<file path="src/rtl/bcd_time_entry_pkg.sv">
// Shared definitions for the digit-serial time-set front end:
// state encodings, digit limits, cursor one-hot constants and helpers.
package bcd_time_entry_pkg;

    typedef enum logic [2:0] {
        ST_IDLE = 3'd0,
        ST_H1   = 3'd1,
        ST_H0   = 3'd2,
        ST_M1   = 3'd3,
        ST_M0   = 3'd4,
        ST_S1   = 3'd5,
        ST_S0   = 3'd6,
        ST_CONV = 3'd7
    } state_t;

    localparam logic [3:0] HOUR_TENS_MAX       = 4'd2;
    localparam logic [3:0] HOUR_UNITS_MAX_AT_2 = 4'd3;
    localparam logic [3:0] TENS_MAX_MS         = 4'd5;
    localparam logic [3:0] BCD_MAX             = 4'd9;

    localparam logic [5:0] CUR_H1   = 6'b100000;
    localparam logic [5:0] CUR_H0   = 6'b010000;
    localparam logic [5:0] CUR_M1   = 6'b001000;
    localparam logic [5:0] CUR_M0   = 6'b000100;
    localparam logic [5:0] CUR_S1   = 6'b000010;
    localparam logic [5:0] CUR_S0   = 6'b000001;
    localparam logic [5:0] CUR_NONE = 6'b000000;

    // Cursor position shown while waiting in a given state (none outside entry).
    function automatic logic [5:0] cursor_of(input state_t st);
        logic [5:0] cur;
        case (st)
            ST_H1:   cur = CUR_H1;
            ST_H0:   cur = CUR_H0;
            ST_M1:   cur = CUR_M1;
            ST_M0:   cur = CUR_M0;
            ST_S1:   cur = CUR_S1;
            ST_S0:   cur = CUR_S0;
            default: cur = CUR_NONE;
        endcase
        return cur;
    endfunction

    // Entry state that follows a successful digit; S0 hands over to conversion.
    function automatic state_t next_entry(input state_t st);
        state_t nxt;
        case (st)
            ST_H1:   nxt = ST_H0;
            ST_H0:   nxt = ST_M1;
            ST_M1:   nxt = ST_M0;
            ST_M0:   nxt = ST_S1;
            ST_S1:   nxt = ST_S0;
            ST_S0:   nxt = ST_CONV;
            default: nxt = ST_IDLE;
        endcase
        return nxt;
    endfunction

    // Range check for one digit; hour units depend on the hour tens already entered.
    function automatic logic digit_ok(input state_t st, input logic [3:0] d,
                                      input logic [3:0] hour_tens);
        logic ok;
        ok = 1'b0;
        if (d > BCD_MAX) begin
            ok = 1'b0;
        end else begin
            case (st)
                ST_H1:   ok = (d <= HOUR_TENS_MAX);
                ST_H0:   ok = (hour_tens == HOUR_TENS_MAX) ? (d <= HOUR_UNITS_MAX_AT_2) : 1'b1;
                ST_M1:   ok = (d <= TENS_MAX_MS);
                ST_M0:   ok = 1'b1;
                ST_S1:   ok = (d <= TENS_MAX_MS);
                ST_S0:   ok = 1'b1;
                default: ok = 1'b0;
            endcase
        end
        return ok;
    endfunction

endpackage

</file>
<file path="src/rtl/bcd_time_entry_bcd2bin_2digit.sv">
// Two-digit BCD to binary: tens*10 + units as shift-and-add, 7-bit result.
module bcd2bin_2digit (
    input  logic [3:0] i_tens,
    input  logic [3:0] i_units,
    output logic [6:0] o_bin
);

    logic [6:0] w_tens;
    logic [6:0] w_units;

    assign w_tens  = {3'b000, i_tens};
    assign w_units = {3'b000, i_units};
    assign o_bin   = (w_tens << 3) + (w_tens << 1) + w_units;

endmodule

</file>
<file path="src/rtl/bcd_time_entry.sv">
// Digit-serial HH MM SS entry: range-checks each keypad digit, echoes the
// partial entry, converts to binary and strobes one load into the clock.
module bcd_time_entry
    import bcd_time_entry_pkg::*;
#(
    parameter int TIMEOUT_CYCLES = 50_000_000,
    parameter int TO_W           = 26
) (
    input  logic       i_clk,
    input  logic       i_rst,
    input  logic       i_start,
    input  logic       i_cancel,
    input  logic       i_digit_valid,
    input  logic [3:0] i_digit,
    output logic       o_busy,
    output logic [5:0] o_cursor,
    output logic [3:0] o_bcd5,
    output logic [3:0] o_bcd4,
    output logic [3:0] o_bcd3,
    output logic [3:0] o_bcd2,
    output logic [3:0] o_bcd1,
    output logic [3:0] o_bcd0,
    output logic [4:0] o_hour,
    output logic [5:0] o_min,
    output logic [5:0] o_sec,
    output logic       o_set_valid,
    output logic       o_err,
    output logic       o_timeout
);

    localparam logic [TO_W-1:0] TO_LAST = TO_W'(TIMEOUT_CYCLES - 1);

    state_t            r_state;
    logic [5:0]        r_cursor;
    logic              r_busy;
    logic [23:0]       r_bcd;      // [23:20]=hour tens ... [3:0]=sec units
    logic [TO_W-1:0]   r_to_cnt;
    logic [4:0]        r_hour;
    logic [5:0]        r_min;
    logic [5:0]        r_sec;
    logic              r_set_valid;
    logic              r_err;
    logic              r_timeout;

    logic [23:0]       w_bcd_wr;
    logic              w_digit_ok;
    logic [6:0]        w_hour_bin;
    logic [6:0]        w_min_bin;
    logic [6:0]        w_sec_bin;

    bcd2bin_2digit u_hour (.i_tens(r_bcd[23:20]), .i_units(r_bcd[19:16]), .o_bin(w_hour_bin));
    bcd2bin_2digit u_min  (.i_tens(r_bcd[15:12]), .i_units(r_bcd[11:8]),  .o_bin(w_min_bin));
    bcd2bin_2digit u_sec  (.i_tens(r_bcd[7:4]),   .i_units(r_bcd[3:0]),   .o_bin(w_sec_bin));

    assign w_digit_ok = digit_ok(r_state, i_digit, r_bcd[23:20]);

    // Digit register image with the incoming digit placed at the current cursor slot.
    always_comb begin
        w_bcd_wr = r_bcd;
        case (r_state)
            ST_H1:   w_bcd_wr[23:20] = i_digit;
            ST_H0:   w_bcd_wr[19:16] = i_digit;
            ST_M1:   w_bcd_wr[15:12] = i_digit;
            ST_M0:   w_bcd_wr[11:8]  = i_digit;
            ST_S1:   w_bcd_wr[7:4]   = i_digit;
            ST_S0:   w_bcd_wr[3:0]   = i_digit;
            default: w_bcd_wr        = r_bcd;
        endcase
    end

    // Entry FSM with digit capture, idle timeout and registered time/strobe outputs.
    always_ff @(posedge i_clk) begin
        if (i_rst) begin
            r_state     <= ST_IDLE;
            r_cursor    <= CUR_NONE;
            r_busy      <= 1'b0;
            r_bcd       <= 24'd0;
            r_to_cnt    <= {TO_W{1'b0}};
            r_hour      <= 5'd0;
            r_min       <= 6'd0;
            r_sec       <= 6'd0;
            r_set_valid <= 1'b0;
            r_err       <= 1'b0;
            r_timeout   <= 1'b0;
        end else begin
            r_set_valid <= 1'b0;
            r_err       <= 1'b0;
            r_timeout   <= 1'b0;
            if (i_cancel) begin
                r_state  <= ST_IDLE;
                r_cursor <= CUR_NONE;
                r_busy   <= 1'b0;
                r_bcd    <= 24'd0;
                r_to_cnt <= {TO_W{1'b0}};
            end else if (i_start) begin
                r_state  <= ST_H1;
                r_cursor <= CUR_H1;
                r_busy   <= 1'b1;
                r_bcd    <= 24'd0;
                r_to_cnt <= {TO_W{1'b0}};
            end else begin
                case (r_state)
                    ST_IDLE: begin
                        r_to_cnt <= {TO_W{1'b0}};
                    end
                    ST_CONV: begin
                        // Upper bits are zero for any accepted digit pair.
                        r_hour      <= 5'(w_hour_bin);
                        r_min       <= 6'(w_min_bin);
                        r_sec       <= 6'(w_sec_bin);
                        r_set_valid <= 1'b1;
                        r_state     <= ST_IDLE;
                        r_cursor    <= CUR_NONE;
                        r_busy      <= 1'b0;
                        r_to_cnt    <= {TO_W{1'b0}};
                    end
                    default: begin
                        if (r_to_cnt == TO_LAST) begin
                            r_state   <= ST_IDLE;
                            r_cursor  <= CUR_NONE;
                            r_busy    <= 1'b0;
                            r_bcd     <= 24'd0;
                            r_to_cnt  <= {TO_W{1'b0}};
                            r_timeout <= 1'b1;
                        end else if (i_digit_valid) begin
                            if (w_digit_ok) begin
                                r_bcd    <= w_bcd_wr;
                                r_state  <= next_entry(r_state);
                                r_cursor <= cursor_of(next_entry(r_state));
                                r_to_cnt <= {TO_W{1'b0}};
                            end else begin
                                // Rejected digit leaves state, digits and counter alone.
                                r_err <= 1'b1;
                            end
                        end else begin
                            r_to_cnt <= r_to_cnt + {{(TO_W-1){1'b0}}, 1'b1};
                        end
                    end
                endcase
            end
        end
    end

    assign o_busy      = r_busy;
    assign o_cursor    = r_cursor;
    assign o_bcd5      = r_bcd[23:20];
    assign o_bcd4      = r_bcd[19:16];
    assign o_bcd3      = r_bcd[15:12];
    assign o_bcd2      = r_bcd[11:8];
    assign o_bcd1      = r_bcd[7:4];
    assign o_bcd0      = r_bcd[3:0];
    assign o_hour      = r_hour;
    assign o_min       = r_min;
    assign o_sec       = r_sec;
    assign o_set_valid = r_set_valid;
    assign o_err       = r_err;
    assign o_timeout   = r_timeout;

endmodule

</file>
<file path="config.mk">
export PLATFORM = sky130hd
export DESIGN_NAME = bcd_time_entry
export DESIGN_NICKNAME = d
export VERILOG_FILES = /design/src/rtl/bcd_time_entry_pkg.sv /design/src/rtl/bcd_time_entry_bcd2bin_2digit.sv /design/src/rtl/bcd_time_entry.sv
export SDC_FILE = /design/constraint.sdc
export NUM_CORES = 1
export LEC_CHECK = 0
export CORE_ASPECT_RATIO = 1.1
export CORE_MARGIN = 1
export CORE_UTILIZATION = 44
export DETAILED_ROUTE_END_ITERATION = 12
export GPL_ROUTABILITY_DRIVEN = 1
export PLACE_DENSITY = 0.78
export SLEW_MARGIN = 15
export SYNTH_ARGS = -nofsm -noshare
export SYNTH_HDL_FRONTEND = slang
export SYNTH_SLANG_ARGS = --single-unit
</file>
<file path="constraint.sdc">
create_clock -name i_clk -period 2.5 [get_ports i_clk]
set_input_delay 0.75 -clock i_clk [delete_from_list [all_inputs] [get_ports i_clk]]
set_output_delay 0.75 -clock i_clk [all_outputs]
set_load 0.02 [all_outputs]
</file>
Word-level counts from Yosys, hierarchy flattened

Cells that the tools add are included.

Bits in registers: 80
Output and inout port bits: 51
Logic and storage cells: 120

Add/sub/neg operators: 7
Magnitude comparators: 4
Equal/unequal tests: 17
Muxes and demuxes: 37
Bitwise operators: 5
Reduce and logical (&&, ||, !) cells: 32

Operators with widths:

| operator                                                                          | number |
|---|---|
| 24-bit 2-to-1 mux                                                                 | 3 |
| 26-bit 2-to-1 mux                                                                 | 2 |
| 6-bit case mux with 6 select lines                                                | 1 |
| 26-bit by 1-bit adder with 26-bit output (second input constant)                  | 1 |
| 26-bit equality test (second input constant)                                      | 1 |
| 3-bit 2-to-1 mux                                                                  | 8 |
| 4-bit 2-to-1 mux                                                                  | 6 |
| 6-bit 2-to-1 mux                                                                  | 4 |
| 4-bit AND reduction                                                               | 6 |
| 3-bit equality test (second input constant)                                       | 7 |
| 3-bit case mux with 6 select lines                                                | 1 |
| 2-bit nonzero test                                                                | 8 |
| 6-bit by 4-bit adder with 6-bit output                                            | 2 |
| 6-bit by 5-bit adder with 6-bit output                                            | 2 |
| 3-bit by 2-bit equality test with 1-bit output (second input constant)            | 4 |
| 6-bit case mux with 2 select lines                                                | 1 |
| 3-bit AND reduction                                                               | 3 |
| 3-bit nonzero test                                                                | 3 |
| 4-bit by 2-bit less-or-equal comparator with 1-bit output (second input constant) | 2 |
| 1-bit 2-to-1 mux                                                                  | 8 |
| 4-bit nonzero test                                                                | 2 |
| 2-bit OR reduction                                                                | 4 |
| 7-bit OR reduction                                                                | 1 |
| 3-bit by 1-bit equality test with 1-bit output (second input constant)            | 2 |
| 16 further kinds                                                                  | 20 |

Longest topological paths before layout

Gate-level depths: netlist of run 1.

Depth in word-level cells: 18
Mapped depth: 9

Hierarchy

From an unflattened synthesis of run 1, not the netlist that was laid out.

Cell total of the unflattened synthesis: 483
Area total of the unflattened synthesis: 4,284.1 um^2

By module, submodules not included:

| module         | instances | cells an instance | area an instance (um^2) |
|---|---|---|---|
| bcd_time_entry | 1         | 402               | 3,593.4 |
| bcd2bin_2digit | 3         | 27                | 230.2 |

Least setup slack after synthesis of run 1

OpenSTA, ideal clock, no wires.

Path kind: input-to-reg
Start: in i_digit[3]
End: reg r_to_cnt[10]
Setup time: 116 ps
Arrival: 2,108 ps
Data required time: 2,384 ps
Path slack: 277 ps
Cell stages on the path: 8
Path buffers: 2
Cell sequence: nand2b_1 > a221o_1 > a21oi_2 > nand2_1 > buf_4 > buf_2 > nand2_1 > nor2_1

Longest elaborated chain between the ends: 5
Elaborated cells on any way between the ends: 8
Classes of those cells: order compare: 4; eq/ne: 1; mux: 3

RTL lines:

| element                                                     | RTL line                 | source |
|---|---|---|
| from (decl)                                                 | bcd_time_entry.sv:14     | `input logic [3:0] i_digit,` |
| 4-bit by 2-bit less-or-equal comparator with 1-bit output   | bcd_time_entry_pkg.sv:69 | `ST_H0: ok = (hour_tens == HOUR_TENS_MAX) ? (d <= HOUR_UNITS_MAX_AT_2) : 1'b1;` |
| 1-bit 2-to-1 mux                                            | bcd_time_entry_pkg.sv:69 |  |
| 1-bit case mux with 4 select lines                          | bcd_time_entry_pkg.sv:67 | `case (st)` |
| 1-bit 2-to-1 mux *                                          | bcd_time_entry_pkg.sv:64 | `if (d > BCD_MAX) begin` |
| 2-bit by 1-bit != test with 1-bit output (no source line) * | --                       |  |
| to (signal assigned)                                        | bcd_time_entry.sv:78     | `r_to_cnt <= {TO_W{1'b0}};` |
| to (signal assigned)                                        | bcd_time_entry.sv:94     | `r_to_cnt <= {TO_W{1'b0}};` |
| to (signal assigned)                                        | bcd_time_entry.sv:100    | `r_to_cnt <= {TO_W{1'b0}};` |
| to (decl)                                                   | bcd_time_entry.sv:37     | `logic [TO_W-1:0] r_to_cnt;` |

Mark *: on every way between the ends. The rest lies on a longest branch, timed or not.
A chain may end at the register's enable or synchronous reset.

Worst setup path after layout of run 1

Start: reg r_to_cnt[21]
End: reg r_bcd[9]

Longest elaborated chain between the ends: 3
Elaborated cells on any way between the ends: 6
Classes of those cells: eq/ne: 1; mux: 1; reduce/logical: 4

RTL lines:

| element                              | RTL line              | source |
|---|---|---|
| 26-bit equality test *               | bcd_time_entry.sv:118 | `if (r_to_cnt == TO_LAST) begin` |
| 2-bit nonzero test (no source line)  | --                    |  |
| 4-bit AND reduction (no source line) | --                    |  |
| to (signal assigned)                 | bcd_time_entry.sv:127 | `r_bcd <= w_bcd_wr;` |
| to (decl)                            | bcd_time_entry.sv:36  | `logic [23:0] r_bcd;` |

Marks and branches as above.

==> results.txt, run 1 <==
----------------------------------------------------
[Power and ir drop]
  Switching share of total power ... 24.8%
  Internal Power ... approximately 1.7 mW
  Largest vdd supply drop ... about 0.00022 V
  Sequential cell fraction of total power ... a little under three fifths
  Leakage power figure ... about 2.0 nW
  Share of total power in combinational logic ... around 5.0%
  Power Dens Cells ... roughly 440 mW/mm2
  Net Switching ... between 0.5 and 0.6 mW
  Part of the power in the clock network ... a little under two fifths

[Synth]
  Warnings from Yosys ... 0
  Most instantiated flip-flop cell in the synthesis netlist ... sky130_fd_sc_hd__dfxtp_1
  Synth area leaders ... sky130_fd_sc_hd__dfxtp_1 40%, sky130_fd_sc_hd__a21oi_1 5.1%, sky130_fd_sc_hd__ha_1 5.0%
  Post-Syn Area ... 0.00401 mm2
  Mapped Cells ... ~450
  Fraction of the yosys area taken by sequential cells ... around two fifths
  Syn avg cell area ... 8.95 um2
  Area share of the largest cell type after synthesis ... around 40%
  Number of enable flip-flop cells after synthesis ... 0
  Post-Syn Nets ... around 480
  Number of synthesized register bits ... 80
  Top cell type by total area after synthesis ... sky130_fd_sc_hd__dfxtp_1
  Number of distinct library cells after synthesis ... 60
  Fraction of registers with async set or reset after synthesis ... 0%

[Clock tree]
  Clock tree root buffer cell ... sky130_fd_sc_hd__clkbuf_8
  H-tree level count ... 3
  Latest clock arrival within the worst-skew pair ... about 360 ps
  Clock buffers created by TritonCTS ... 9
  Clk pin slew, worst setup/hold paths ... ~90 ps
  Longest Clk Path Bufs ... 2
  Sink count of the clock tree ... 80
  # hold bufs at CTS ... 0
  CTS tree ... done

[Min path]
  Hold path start ... o_sec[0]$_SDFFE_PP0P_
  Worst min-delay path category ... reg -> reg
  Number of cells traversed by the worst hold path ... 2

[Timing]
  Worst clock skew on the final layout ... about 7.4 ps
  Fin Setup TNS ... 0 ps
  Final setup violation count ... 0
  Final Hold Vio Count ... 0
  Final Critical Period ... between 2000 and 2500 ps
  Final Max Tran Viols ... 0
  Worst Hold Slack ... between 400 and 500 ps
  Relative slew margins ... a little over three fifths
  Final critical-path share of the clock period ... between 90% and 100%
  Slack of the critical path ... approximately 150 ps
  RSZ-0062 raised after global routing ... false
  Upper clock frequency limit ... around 430 MHz
  Slew at the pin closest to its max-slew limit ... 562 ps

[Final layout]
  Fin nets ... ~570
  Layout filler cell count ... around 800
  Fin area ... around 0.0052 mm2
  ANT cells ... 0
  Synth-to-layout area growth ... 28.8%
  Final cell count without fillers ... around 650
  Layout cells sized above 1 ... around 17%

[Critical path]
  Crit path required time ... roughly 2800 ps
  CP peak stage delay ... ~560 ps
  Cells on worst reg2reg path ... 6
  Data arrival at the endpoint of the critical path ... roughly 2600 ps
  Slowest cell on the critical path ... sky130_fd_sc_hd__or4_4
  Start of the worst register-to-register path ... r_to_cnt[21]$_SDFFE_PP0P_
  Launch point of the critical path ... r_to_cnt[21]$_SDFFE_PP0P_
  CP Class ... reg -> reg
  Startpoint Class ... flip-flop
  Crit Path Max Fanout ... 13
  Ordered cell list for the critical path ... nand4_2, or4b_4, or4_4, o21ai_0, a31oi_1, a32o_1
  Endpoint class of the critical path ... flip-flop

[Outcome]
  Result of the run ... complete, no violations

[GRT]
  Total GRT Usage ... between 20% and 30%
  Maximum number of pins on one net before global-route repair ... 24
  Number of antenna violations at the first check in global routing ... 0
  Via count of the first global-routing pass ... 3,644
  GR Overflow Total ... 0
  Global-route wire length before repair ... between 15,000 and 20,000 um

[Run]
  Maximum Capacitance Violations ... 0

[Placement]
  Post-placement setup slack ... -504 ps
  I/O Buffers ... between 50 and 60
  Dpl hpwl ... 8060 um
  RePlAce Congestion ... 0.920
  Cell Count Post-Placement ... approximately 640
  Total cell area at the placement stage ... 0.00494 mm2

[Floorplan]
  Overall die width ... ~93 um
  Number of placement rows ... 36
  Die Ht ... between 100 and 150 um
  Initial Util ... a little under half
  Area of the core ... a little under 0.009 mm2
  Top Ports ... 60
  Die Outline Area ... around 0.0095 mm2

[Route]
  Routed wirelength normalized by instance count ... between 15 and 20 um
  Detailed-route vias per instance ... between 5 and 6
  Number of DRC markers in iteration 0 ... between 200 and 250
  Total DRC errors in the routed layout ... 0
  Final ANT Viol Nets ... 0
  Via count ... approximately 3.7k
  Wire length after detailed routing ... between 10,000 and 15,000 um
  First-pass iteration count of the detailed router ... 5

----------------------------------------------------
-- state kept, by name, summed over array words and instances, names as in the netlist, 3 cells and up --
register / cells
o_sec: 6
r_to_cnt: 26
o_min: 6
o_cursor: 6
o_hour: 5
r_bcd: 24
r_state: 3
-- power by group through the flow --
stage | combinational (mW) | clock, mW | sequential (mW)
after floorplan | 0.0472 | 0 | 1.31
after global placement | 0.107 | 0 | 1.31
after detailed placement | 0.108 | 0 | 1.31
after CTS | 0.110 | 0.879 | 1.28
after global routing | 0.120 | 0.939 | 1.28
final | 0.112 | 0.860 | 1.28
-- cells in the mapped netlist, types with 2 or more instances --
master and number:
sky130_fd_sc_hd__or4_4 2, sky130_fd_sc_hd__buf_2 5, sky130_fd_sc_hd__and4_1 2, sky130_fd_sc_hd__a32o_1 16, sky130_fd_sc_hd__a21oi_1 41, sky130_fd_sc_hd__o21ai_0 8
sky130_fd_sc_hd__nor2_1 33, sky130_fd_sc_hd__a211oi_1 8, sky130_fd_sc_hd__clkbuf_1 10, sky130_fd_sc_hd__a41o_1 3, sky130_fd_sc_hd__or3_1 6, sky130_fd_sc_hd__o211ai_2 2
sky130_fd_sc_hd__a22o_1 3, sky130_fd_sc_hd__nand3_1 28, sky130_fd_sc_hd__and3_2 2, sky130_fd_sc_hd__o31ai_1 2, sky130_fd_sc_hd__mux2i_1 4, sky130_fd_sc_hd__inv_1 5
sky130_fd_sc_hd__a21o_1 4, sky130_fd_sc_hd__o21ai_2 2, sky130_fd_sc_hd__nand4_1 7, sky130_fd_sc_hd__or2_2 10, sky130_fd_sc_hd__xor2_1 2, sky130_fd_sc_hd__dfxtp_1 80
sky130_fd_sc_hd__xnor2_1 11, sky130_fd_sc_hd__buf_1 2, sky130_fd_sc_hd__ha_1 16, sky130_fd_sc_hd__o21a_1 4, sky130_fd_sc_hd__o211ai_1 3, sky130_fd_sc_hd__and2_1 10
sky130_fd_sc_hd__fa_1 6, sky130_fd_sc_hd__nor4b_1 2, sky130_fd_sc_hd__a21oi_2 2, sky130_fd_sc_hd__buf_4 6, sky130_fd_sc_hd__a31oi_1 2, sky130_fd_sc_hd__nor3_1 9
sky130_fd_sc_hd__and3_1 15, sky130_fd_sc_hd__nand2_1 53
-- cells by family (layout without fill, tap and decap cells) --
kind of cell               after synthesis  after routing  share of synthesized area [%]
and+or+nand+nor                        190            190                           25.1
AOI/OAI and AO/OA                      109            109                           19.3
DFF                                     80             80                           40.0
buffers and inverters                   29            120                           3.62
adders and majority gates               22             22                           7.99
xor gates and xnor gates                13             13                           2.84
muxes                                    5              5                           1.28
-- metal layers --
layer  wire (um)  track usage [%]  vias up
li1            -                -     1816
met1        4340             25.6     1776
met5           0                0        -
met3         424             4.02       27
met2        5320             41.8      116
met4         348             12.8        0
-- cells in the final DEF (no fill, tap or decap), types with 7 or more instances in the layout --
cell,count
sky130_fd_sc_hd__clkbuf_8,9
sky130_fd_sc_hd__clkdlybuf4s50_1,58
sky130_fd_sc_hd__a211oi_1,8
sky130_fd_sc_hd__nand3_1,28
sky130_fd_sc_hd__and2_1,9
sky130_fd_sc_hd__nor3_1,7
sky130_fd_sc_hd__or2_2,10
sky130_fd_sc_hd__a21oi_1,40
sky130_fd_sc_hd__dfxtp_1,79
sky130_fd_sc_hd__buf_4,38
sky130_fd_sc_hd__ha_1,16
sky130_fd_sc_hd__nor2_1,32
sky130_fd_sc_hd__nand4_1,7
sky130_fd_sc_hd__xnor2_1,11
sky130_fd_sc_hd__nand2_1,52
sky130_fd_sc_hd__a32o_1,16
sky130_fd_sc_hd__and3_1,14
-- critical path, delay by kind of cell (launching register included) --
kind / cells / cell delay [ps]
AO/OA/AOI/OAI: 3 / 590
flip-flops: 1 / 400
AND/OR/NAND/NOR: 3 / 1260
-- what timing repair did --
action,4_1_cts,5_1_grt
buffers inserted,0,1
resized for setup,4,8
pin swaps,1,2
setup endpoints to repair,17,19
-- area by class of cell --
type | instances | area, um2 | area share, %
multi-input cells | 339 | 2300 | 44.5
flip-flops and latches | 80 | 1600 | 31.0
repair buffers | 99 | 918 | 17.8
well taps | 114 | 143 | 2.76
clock buffers | 9 | 124 | 2.40
clock inverters | 7 | 57.6 | 1.11
inverters | 5 | 18.8 | 0.363
-- path summary, 6_finish.rpt --
kind                            slack [ps]                     to
worst max-delay path                   150  r_bcd[9]$_SDFFE_PP0P_
worst min register to register         450  o_sec[0]$_SDFFE_PP0P_
worst max register to register         150  r_bcd[9]$_SDFFE_PP0P_
worst min-delay path                   450  o_sec[0]$_SDFFE_PP0P_
-- through the flow --
stage	util, %	total power, mW
detailed placement	55.7	1.42
global placement	55.7	1.42
floorplan	-	1.36
global route	58.2	2.34
finish	58.2	2.25
CTS	57.9	2.27
Note: power is estimated with default switching activity, not from simulation.
==> run 2, diff against run 1 <==
--- a/config.mk
+++ b/config.mk
@@ -7,10 +7,10 @@
 export LEC_CHECK = 0
 export CORE_ASPECT_RATIO = 1.1
 export CORE_MARGIN = 1
-export CORE_UTILIZATION = 44
+export CORE_UTILIZATION = 45
 export DETAILED_ROUTE_END_ITERATION = 12
 export GPL_ROUTABILITY_DRIVEN = 1
-export PLACE_DENSITY = 0.78
+export PLACE_DENSITY = 0.79
 export SLEW_MARGIN = 15
 export SYNTH_ARGS = -nofsm -noshare
 export SYNTH_HDL_FRONTEND = slang
==> run 2 against run 1 <==
  * Clock-buffer cell count grew 1
  * Wire length grew 2.8%
  * Final cell count grew 0.61%
  * Clock power grew 22%
  * Combinational power is essentially flat
  * Largest cell class unchanged
==> results.txt, run 2 (synthesized netlist as in run 1, its figures left out) <==
----------------------------------------------------
[Final layout]
  Post-layout util ... roughly 60%
  Leading cell type in the layout, fill and taps excluded ... sky130_fd_sc_hd__dfxtp_1
  Top library cells by usage in the layout, fill and taps aside ... 79 x sky130_fd_sc_hd__dfxtp_1, 57 x sky130_fd_sc_hd__clkdlybuf4s50_1, 53 x sky130_fd_sc_hd__nand2_1
  Max FFs per register ... 26
  ANT cells ... 0
  Storage cell area ... about 0.0016 mm2
  Registers with the most flip-flops ... r_to_cnt x26, r_bcd x24
  Layout filler cell count ... 741
  Area of combinational cells with multiple inputs ... 0.00229 mm2
  Layout cells sized above 1 ... between 10% and 20%
  Synth-to-layout area growth ... 30.7%
  Fin nets ... ~570
  Biggest register ... r_to_cnt

[GRT]
  Via count of the first global-routing pass ... about 3.8k
  Global-route wire length before repair ... around 18,000 um
  GR Overflow Total ... 0
  Total GRT Usage ... about a quarter
  Maximum number of pins on one net before global-route repair ... 24
  Number of antenna violations at the first check in global routing ... 0

[Min path]
  Number of cells traversed by the worst hold path ... 2
  Hold path start ... o_hour[0]$_SDFFE_PP0P_
  Endpoint, Worst Hold ... o_hour[0]$_SDFFE_PP0P_
  Worst min-delay path category ... reg -> reg

[Critical path]
  Worst setup slack for register-to-register paths ... between 70 and 80 ps
  Endpoint class of the critical path ... flip-flop
  Crit path required time ... between 2000 and 3000 ps
  Data arrival at the endpoint of the critical path ... approximately 2700 ps
  Start of the worst register-to-register path ... r_to_cnt[21]$_SDFFE_PP0P_
  CP Class ... reg -> reg
  Crit Path Max Fanout ... 6
  Startpoint Class ... flip-flop
  Capture instance of the worst register-to-register path ... r_bcd[2]$_SDFFE_PP0P_
  Cells on worst reg2reg path ... 6

[Timing]
  Final Critical Period ... ~2400 ps
  Worst clock skew on the final layout ... roughly 7.7 ps
  Upper clock frequency limit ... roughly 410 MHz
  RSZ-0062 raised after global routing ... false
  Final critical-path share of the clock period ... 97.0%
  Slack of the critical path ... between 70 and 80 ps
  Final Hold Vio Count ... 0
  Final Max Tran Viols ... 0
  Relative slew margins ... between 60 and 70%
  Fin Setup TNS ... 0 ps
  Final setup violation count ... 0
  Slew at the pin closest to its max-slew limit ... about 600 ps

[Route]
  Number of DRC markers in iteration 0 ... about 220
  Final ANT Viol Nets ... 0
  Total DRC errors in the routed layout ... 0
  Via count ... between 3k and 4k
  Routed wirelength normalized by instance count ... 16.3 um
  Wire length after detailed routing ... 10,700 um
  First-pass iteration count of the detailed router ... 5
  Detailed-route vias per instance ... approximately 5.8

[Placement]
  RePlAce Congestion ... between 0.8 and 0.9
  Dpl hpwl ... 8080 um
  I/O Buffers ... 59
  Post-placement setup slack ... -576 ps

[Clock tree]
  Latest clock arrival within the worst-skew pair ... about 350 ps
  H-tree level count ... 3
  Clock tree root buffer cell ... sky130_fd_sc_hd__clkbuf_8
  Longest Clk Path Bufs ... 2
  Clk pin slew, worst setup/hold paths ... 80 ps
  Sink count of the clock tree ... 80
  # hold bufs at CTS ... 0
  Clock buffers created by TritonCTS ... 9
  CTS tree ... done

[Power and ir drop]
  Net Switching ... approximately 0.55 mW
  Power Dens Cells ... between 400 and 500 mW/mm2
  Share of total power in combinational logic ... ~4.7%
  Sequential cell fraction of total power ... between 50 and 60%
  Part of the power in the clock network ... between 40% and 50%
  Internal Power ... ~1.9 mW
  Largest vdd supply drop ... roughly 0.00033 V
  Leakage power figure ... a little over 2 nW
  Switching share of total power ... between 20% and 30%

[Run]
  Maximum Capacitance Violations ... 0

[Floorplan]
  Area of the core ... roughly 0.0085 mm2
  Overall die width ... between 90 and 100 um
  Top Ports ... 60
  Die Ht ... 101 um
  Die Outline Area ... around 0.0093 mm2
  Initial Util ... between 40 and 50%
  Number of placement rows ... 35

[Outcome]
  Result of the run ... complete, no violations

----------------------------------------------------
-- run 2: cell types whose count changed in the layout (fill, tap and decap cells not counted), sizes merged --
| cell | delta |
|---|---|
| buf | +6 |
| bufinv | +2 |
| clkbuf | +2 |
| clkinv | -2 |
| clkdlybuf4s50 | -1 |
| clkinvlp | -1 |
| dlygate4sd2 | +1 |
-- run 2: worst max path at each step --
| stage | startpoint | to | slack (ps) | cells after the start |
|---|---|---|---|---|
| final | r_to_cnt[21]$_SDFFE_PP0P_ | r_bcd[2]$_SDFFE_PP0P_ | 80 | 6 |
| after global placement | i_digit[3] | o_cursor[2]$_SDFFE_PP0P_ | -480 | 7 |
| after floorplan | i_digit[3] | r_to_cnt[10]$_SDFFE_PP0P_ | 280 | 8 |
| after detailed placement | i_digit[3] | o_cursor[2]$_SDFFE_PP0P_ | -580 | 7 |
| after CTS | i_digit[2] | r_bcd[16]$_SDFFE_PP0P_ | 50 | 8 |
| after global routing | i_digit[1] | r_state[0]$_SDFFE_PP0P_ | 0.4 | 7 |
-- run 2: timing repair --
item / CTS / global route
setup buffers: 0 / 3
pin swaps: 0 / 3
setup endpoints to repair: 18 / 18
resized for setup: 2 / 6
hold endpoints to repair: 0 / 0
-- run 2: layer usage --
layer | share of wire (%) | wire length (um) | vias to the layer above | GRT usage (%)
met3 | 6.1 | 658 | 24 | 5.35
met1 | 40 | 4320 | 1794 | 27.6
met4 | 3.2 | 343 | 0 | 10.1
met2 | 50 | 5400 | 156 | 43.5
met5 | 0 | 0 | - | 0
li1 | - | - | 1826 | -
-- run 2: critical path, stage by stage (launching register included) --
cell	delay, ps
sky130_fd_sc_hd__dfxtp_1	400
sky130_fd_sc_hd__nand4_2	140
sky130_fd_sc_hd__or4b_4	550
sky130_fd_sc_hd__or4_4	590
sky130_fd_sc_hd__clkbuf_2	180
sky130_fd_sc_hd__a41o_1	230
sky130_fd_sc_hd__a32o_1	220
-- run 2: metrics by stage --
step                      power, mW  std cells  hold WS (ps)  area, um2
after floorplan                1.36        448           441       4010
after global placement         1.42        638           441       4980
after detailed placement       1.42        638           446       4980
after CTS                      2.46        654           457       5200
after global routing           2.53        657           487       5240
final                          2.44        657           456       5240
-- run 2: power by group through the flow --
stage	clock [mW]	sequential, mW	combinational [mW]
floorplan	0	1.31	0.0472
global placement	0	1.31	0.110
detailed placement	0	1.31	0.111
CTS	1.07	1.28	0.111
global route	1.12	1.28	0.122
finish	1.05	1.28	0.114
-- run 2: final cells by class --
class                      count  area share [%]
inverter                       5           0.358
multi-input combinational    339            43.7
sequential                    80            30.6
timing repair buffer         106            18.5
clock buffer                  10            2.44
clock inverter                 6            1.77
tap                          111            2.65
==> run 3, diff against run 2 <==
--- a/config.mk
+++ b/config.mk
@@ -8,6 +8,7 @@
 export CORE_ASPECT_RATIO = 1.1
 export CORE_MARGIN = 1
 export CORE_UTILIZATION = 45
+export CTS_CLUSTER_DIAMETER = 80
 export DETAILED_ROUTE_END_ITERATION = 12
 export GPL_ROUTABILITY_DRIVEN = 1
 export PLACE_DENSITY = 0.79
==> results of run 3 <==
No change in the layout: final DEF, timing and power equal those of run 2.
